$ cat src/rtl/uart_rx_deserializer_pkg.sv
// Shared UART types and helpers, used by both the receiver and the matching transmitter.
package uart_rx_deserializer_pkg;

  localparam int DATA_BITS = 8;

  typedef enum logic [2:0] {
    IDLE,
    START,
    DATA,
    PARITY,
    STOP,
    BREAK
  } rx_state_t;

  function automatic int clks_per_bit(input int clk_freq, input int baud_rate);
    return clk_freq / baud_rate;
  endfunction

endpackage

$ cat src/rtl/uart_rx_deserializer_if.sv
// Serial line in, received byte plus status strobes out; slave is the deserializer side.
interface uart_rx_deserializer_if;
  import uart_rx_deserializer_pkg::*;

  logic                 uart_rx;
  logic [DATA_BITS-1:0] rx_data;
  logic                 rx_valid;
  logic                 frame_err;
  logic                 parity_err;
  logic                 busy;

  modport master (
    output uart_rx,
    input  rx_data, rx_valid, frame_err, parity_err, busy
  );

  modport slave (
    input  uart_rx,
    output rx_data, rx_valid, frame_err, parity_err, busy
  );
endinterface

$ cat src/rtl/uart_rx_deserializer_sync2.sv
// Two-flop synchronizer for asynchronous inputs; resets to 1 (idle line level), 2-cycle latency.
module uart_sync2 (
  input  logic clk,
  input  logic rst,
  input  logic d_i,
  output logic q_o
);

  logic [1:0] sync_q;

  always_ff @(posedge clk or posedge rst) begin
    if (rst) sync_q <= 2'b11;
    else     sync_q <= {sync_q[0], d_i};
  end

  assign q_o = sync_q[1];

endmodule

$ cat src/rtl/uart_rx_deserializer.sv
// UART receiver: mid-bit sampling of 8N1 frames (8E1/8O1 when UART_RX_PARITY_EN is defined).
// Strobes fire one cycle after the mid-stop sample; no backpressure, the consumer must capture on rx_valid.
module uart_rx_deserializer
  import uart_rx_deserializer_pkg::*;
#(
  parameter int CLK_FREQ  = 50_000_000,
  parameter int BAUD_RATE = 115200
`ifdef UART_RX_PARITY_EN
  ,
  parameter bit PARITY_ODD = 1'b0
`endif
) (
  input logic                   clk,
  input logic                   reset,
  uart_rx_deserializer_if.slave rx_if
);

  localparam int CLKS_PER_BIT = clks_per_bit(CLK_FREQ, BAUD_RATE);
  localparam int HALF         = CLKS_PER_BIT / 2;
  localparam int CNT_W        = $clog2(CLKS_PER_BIT);
  localparam int BIT_W        = $clog2(DATA_BITS);

  localparam logic [CNT_W-1:0] LAST_CNT = CNT_W'(CLKS_PER_BIT - 1);
  localparam logic [CNT_W-1:0] HALF_CNT = CNT_W'(HALF - 1);
  localparam logic [BIT_W-1:0] LAST_BIT = BIT_W'(DATA_BITS - 1);

  logic                 rx_s;
  rx_state_t            state_q, state_d;
  logic [CNT_W-1:0]     cnt_q, cnt_d;
  logic [BIT_W-1:0]     bit_q, bit_d;
  logic [DATA_BITS-1:0] shift_q, shift_d;
  logic [DATA_BITS-1:0] data_q, data_d;
  logic                 valid_q, valid_d;
  logic                 ferr_q, ferr_d;
`ifdef UART_RX_PARITY_EN
  logic                 par_bad_q, par_bad_d;
  logic                 perr_q, perr_d;
`endif

  uart_sync2 u_sync (
    .clk (clk),
    .rst (reset),
    .d_i (rx_if.uart_rx),
    .q_o (rx_s)
  );

  always_ff @(posedge clk or posedge reset) begin
    if (reset) begin
      state_q   <= IDLE;
      cnt_q     <= '0;
      bit_q     <= '0;
      shift_q   <= '0;
      data_q    <= '0;
      valid_q   <= 1'b0;
      ferr_q    <= 1'b0;
`ifdef UART_RX_PARITY_EN
      par_bad_q <= 1'b0;
      perr_q    <= 1'b0;
`endif
    end else begin
      state_q   <= state_d;
      cnt_q     <= cnt_d;
      bit_q     <= bit_d;
      shift_q   <= shift_d;
      data_q    <= data_d;
      valid_q   <= valid_d;
      ferr_q    <= ferr_d;
`ifdef UART_RX_PARITY_EN
      par_bad_q <= par_bad_d;
      perr_q    <= perr_d;
`endif
    end
  end

  always_comb begin
    state_d   = state_q;
    cnt_d     = cnt_q + CNT_W'(1);
    bit_d     = bit_q;
    shift_d   = shift_q;
    data_d    = data_q;
    valid_d   = 1'b0;
    ferr_d    = 1'b0;
`ifdef UART_RX_PARITY_EN
    par_bad_d = par_bad_q;
    perr_d    = 1'b0;
`endif
    case (state_q)
      IDLE: begin
        cnt_d = '0;
        if (!rx_s) begin
          state_d   = START;
`ifdef UART_RX_PARITY_EN
          par_bad_d = 1'b0;
`endif
        end
      end
      // A start bit still low at its midpoint is real; anything shorter is a glitch.
      START: begin
        if (cnt_q == HALF_CNT) begin
          cnt_d   = '0;
          bit_d   = '0;
          state_d = rx_s ? IDLE : DATA;
        end
      end
      DATA: begin
        if (cnt_q == LAST_CNT) begin
          cnt_d   = '0;
          shift_d = {rx_s, shift_q[DATA_BITS-1:1]};
          if (bit_q == LAST_BIT) begin
`ifdef UART_RX_PARITY_EN
            state_d = PARITY;
`else
            state_d = STOP;
`endif
          end else begin
            bit_d = bit_q + BIT_W'(1);
          end
        end
      end
`ifdef UART_RX_PARITY_EN
      PARITY: begin
        if (cnt_q == LAST_CNT) begin
          cnt_d     = '0;
          par_bad_d = ((^shift_q) ^ rx_s) != PARITY_ODD;
          state_d   = STOP;
        end
      end
`endif
      STOP: begin
        if (cnt_q == LAST_CNT) begin
          cnt_d = '0;
          if (rx_s) begin
            state_d = IDLE;
`ifdef UART_RX_PARITY_EN
            if (par_bad_q) begin
              perr_d = 1'b1;
            end else begin
              data_d  = shift_q;
              valid_d = 1'b1;
            end
`else
            data_d  = shift_q;
            valid_d = 1'b1;
`endif
          end else begin
            ferr_d  = 1'b1;
            state_d = BREAK;
          end
        end
      end
      BREAK: begin
        cnt_d = '0;
        if (rx_s) state_d = IDLE;
      end
      default: begin
        cnt_d   = '0;
        state_d = IDLE;
      end
    endcase
  end

  assign rx_if.rx_data   = data_q;
  assign rx_if.rx_valid  = valid_q;
  assign rx_if.frame_err = ferr_q;
  assign rx_if.busy      = (state_q != IDLE);
`ifdef UART_RX_PARITY_EN
  assign rx_if.parity_err = perr_q;
`else
  assign rx_if.parity_err = 1'b0;
`endif

endmodule

$ cat src/flat_wrapper.sv
// flat-port wrapper written by rule: the top's interface ports become plain ports
module uart_rx_deserializer_flat import uart_rx_deserializer_pkg::*;
#(
  parameter int CLK_FREQ  = 50_000_000,
  parameter int BAUD_RATE = 115200

)
  (clk, reset, rx_if_uart_rx, rx_if_rx_data, rx_if_rx_valid, rx_if_frame_err, rx_if_parity_err, rx_if_busy);
  uart_rx_deserializer_if rx_if_i ();
  input logic clk;
  input logic reset;
  input wire logic [$bits(rx_if_i.uart_rx)-1:0] rx_if_uart_rx;
  output wire logic [$bits(rx_if_i.rx_data)-1:0] rx_if_rx_data;
  output wire logic [$bits(rx_if_i.rx_valid)-1:0] rx_if_rx_valid;
  output wire logic [$bits(rx_if_i.frame_err)-1:0] rx_if_frame_err;
  output wire logic [$bits(rx_if_i.parity_err)-1:0] rx_if_parity_err;
  output wire logic [$bits(rx_if_i.busy)-1:0] rx_if_busy;
  assign rx_if_i.uart_rx = rx_if_uart_rx;
  assign rx_if_rx_data = rx_if_i.rx_data;
  assign rx_if_rx_valid = rx_if_i.rx_valid;
  assign rx_if_frame_err = rx_if_i.frame_err;
  assign rx_if_parity_err = rx_if_i.parity_err;
  assign rx_if_busy = rx_if_i.busy;
  uart_rx_deserializer #(.CLK_FREQ(CLK_FREQ), .BAUD_RATE(BAUD_RATE)) u_core (.clk(clk), .reset(reset), .rx_if(rx_if_i));
endmodule
$ cat config.mk
export PLATFORM = sky130hd
export DESIGN_NAME = uart_rx_deserializer_flat
export DESIGN_NICKNAME = d
export VERILOG_FILES = /design/src/rtl/uart_rx_deserializer_pkg.sv /design/src/rtl/uart_rx_deserializer_if.sv /design/src/rtl/uart_rx_deserializer_sync2.sv /design/src/rtl/uart_rx_deserializer.sv /design/src/flat_wrapper.sv
export SDC_FILE = /design/constraint.sdc
export NUM_CORES = 1
export LEC_CHECK = 0
export ABC_AREA = 1
export CORE_ASPECT_RATIO = 1.5
export CORE_MARGIN = 1.5
export CORE_UTILIZATION = 40
export CTS_BUF_LIST = sky130_fd_sc_hd__clkbuf_4
export DETAILED_ROUTE_END_ITERATION = 6
export MAX_ROUTING_LAYER = met4
export PLACE_DENSITY = 0.67
export SYNTH_ARGS = -nofsm -noshare
export SYNTH_HDL_FRONTEND = slang
export SYNTH_SLANG_ARGS = --single-unit
$ cat constraint.sdc
create_clock -name clk -period 1.95 [get_ports clk]
set_clock_uncertainty 0.1 [all_clocks]
set_input_delay 0.195 -clock clk [delete_from_list [all_inputs] [get_ports clk]]
set_output_delay 0.195 -clock clk [all_outputs]
set_load 0.02 [all_outputs]
==> reports/results.ini <==
[pwr]
pwr-share-seq=0.636
ir_worst_vdd_mv=0.475
power.total_mw=1.15
pwr-share-clk=0.341
p_sw_uw=274
power_density_nw_per_um2=606
netSwitchingFraction=0.239
p_int_uw=873
p_comb_frac=0.023
leakagePower_nw=0.907

[grt]
grt_use_met3=0.0504
overflow=0
grt_pass1_wl_um=5020
grt_start_max_net_pins=36
gr-usage-met2=0.257
grt.total_usage=0.149
grtUsageMet1=0.148
antenna_found_initial=0
grt_busiest_layer=met2
grt_pass1_vias=1196

[layout]
syn_to_final_growth_pct=14.4
final_cell_count_no_fill=257
layout.nets=219
fin_area_um2=1890
drive_above_1_share=0.0991
filler_cell_count=408
n_antenna_cell=0

[sta]
rsz0062_at_grt=false
setup_viol=0
fmax_mhz=598
finalCritPeriodShare=0.857
finalHoldViolCount=0
setup_tns_ps=0
finalMaxSlewViolations=0
layout_min_cycle_time_ps=1670
holdWs_ps=129

[setup_path]
cp.buffers_inverters=2
crit_chain=inv_1 -> ha_1 -> nand2_1 -> nor2_1 -> nand2_4 -> nand2_1 -> nand2_1 -> inv_1 -> nor3_1
critPathMaxStageDelay_ps=410
crit_required_ps=2080
reg2reg_slack_ps=280
cpMostUsedCell=nand2_1
criticalPathCategory=reg2reg
cp-end-kind=register
crit_path_start_kind=register
critPathMaxFanout=7
arrival_ps=1800
crit_family=simple AND/OR/NAND/NOR gates
worst_path_max_delay_cell=dfrtp_1

[cts]
worstSkewPairLatency_ps=340
cts_buffers=5
cts_setup_buffers=0
cts_sinks=35
htree_levels=2
path_clk_slew_ps=120
cts_tree=done
root_buffer=clkbuf_4
cts_max_path_buffers=2

[run]
cap_violations=0

[routing]
wirelength_um=2820
first_iter_violations=28
via_per_inst=4.84
drtAntennaViolNets=0
vias=1245
wl_per_cell_um=11.0
first_pass_iters=4
drc_errors=0

[die]
coreArea_um2=3960
die_area_um2=4540
initial_utilization=0.418
num_io_pins=15
core.rowCount=28
die_w_um=55.5
chipHeight_um=81.8

[logic_synthesis]
async_flop_share=1.00
yosys_warnings=0
postSynthAreaPerCell_um2=8.62
synth-main-ff-cell=dfrtp_1
ys_ff_latch=35
synth_top_cells_by_area=dfrtp_1, nand2_1, inv_1, o21ai_0, nor2_1
syn_nets=200
synth_most_common_cell=nand2_1
synth_edf_count=0
netlist_instances=192
yosysTopAreaCell=dfrtp_1
seq_area_frac_synth=0.531
yosysUniqueCellTypes=28
yosys-top-cells-count=nand2_1, dfrtp_1, inv_1
synth_top_area_share=0.499
syn_area_um2=1660

[placed_design]
dp.cells=249
hpwlAfterDp_um=2030
gp_congestion=0.899
placed_cell_area_um2=1830
portBuffers=13

[worst_hold_path]
min_path_type=in2async

[run_status]
status=finished, final reports clean

==> logic make-up after synthesis <==
logic type / synth area share
and+or+nand+nor: 0.243
DFF: 0.531
buffers and inverters: 0.0824
AOI/OAI and AO/OA: 0.0884
adders and majority gates: 0.0378
xor gates and xnor gates: 0.0159
other: 0.00227
==> path summary, 6_finish.rpt <==
| kind | from | to | cells past startpoint |
|---|---|---|---|
| worst max-delay path | u_core.cnt_q[1] | u_core.cnt_q[5] | 9 |
| worst min-delay path | reset | u_core.rx_if.rx_data[0] | 3 |
| worst max register to register | u_core.cnt_q[1] | u_core.cnt_q[5] | 9 |
| worst min register to register | u_core.u_sync.sync_q[0] | u_core.u_sync.sync_q[1] | 0 |
| max in group asynchronous | reset | u_core.u_sync.sync_q[0] | 3 |
| min in group clk | rx_if_uart_rx | u_core.u_sync.sync_q[0] | 1 |
==> power groups by stage <==
| stage | Clock (mW) | Sequential, mW | Combinational [mW] |
|---|---|---|---|
| floorplan | 0 | 0.744 | 0.0187 |
| global placement | 0 | 0.744 | 0.0277 |
| detailed placement | 0 | 0.744 | 0.0281 |
| CTS | 0.413 | 0.730 | 0.0282 |
| global route | 0.441 | 0.731 | 0.0311 |
| finish | 0.391 | 0.730 | 0.0264 |
==> area by class of cell <==
type,instances,area (um^2),area share
Multi-Input combinational cell,124,641,0.338
Sequential cell,35,878,0.464
Inverter,30,113,0.0595
Clock buffer,5,37.5,0.0198
Tap cell,45,56.3,0.0297
Timing Repair Buffer,15,148,0.0780
Clock inverter,3,20.0,0.0106
==> cell usage in the layout (no fill, tap or decap), drive strengths merged <==
master / netlist / final
o31ai: 1 / 1
buf: 3 / 2
o21ai: 18 / 18
clkdlybuf4s50: 0 / 12
dfstp: 2 / 2
or2: 1 / 1
clkinv: 0 / 1
inv: 30 / 30
nand3b: 1 / 1
dfrtp: 33 / 33
a21oi: 3 / 3
dlymetal6s2s: 0 / 1
nand4: 1 / 1
nor2: 21 / 21
conb: 1 / 1
o21a: 4 / 4
nand3: 6 / 6
nor3: 4 / 4
xor2: 1 / 1
clkbuf: 0 / 5
ha: 5 / 5
xnor2: 2 / 2
nand2: 55 / 55
clkinvlp: 0 / 2
==> metal layers <==
metal,vias up,wire [um]
met5,-,0
met4,0,76
met3,7,102
met2,25,1450
met1,576,1190
li1,637,-
==> registers in the layout, summed over array words and instances, names as in the netlist <==
| name | cells |
|---|---|
| u_core.bit_q | 3 |
| u_core.cnt_q | 9 |
| u_core.rx_if.frame_err | 1 |
| u_core.rx_if.rx_data | 8 |
| u_core.rx_if.rx_valid | 1 |
| u_core.shift_q | 8 |
| u_core.state_q | 3 |
| u_core.u_sync.sync_q | 2 |
==> worst register-to-register path, delay by kind of cell, from the launching register on <==
family,cells,cell delay [ps]
adders and majority gates,1,130
and+or+nand+nor,6,630
buffers and inverters,2,290
DFF,1,410
==> per-stage QoR <==
stage | setup WS (ps) | utilization
2_1_floorplan | 366 | -
3_3_place_gp | 306 | 0.463
3_5_place_dp | 282 | 0.463
4_1_cts | 24.9 | 0.478
5_1_grt | 66.6 | 0.478
6_report | 279 | 0.478
==> timing repair <==
action / CTS / global route
hold buffers: 0 / 0
endpoints found under the setup margin: 0 / 1
resized for setup: 0 / 1
Power figures use the tool's default switching activity.
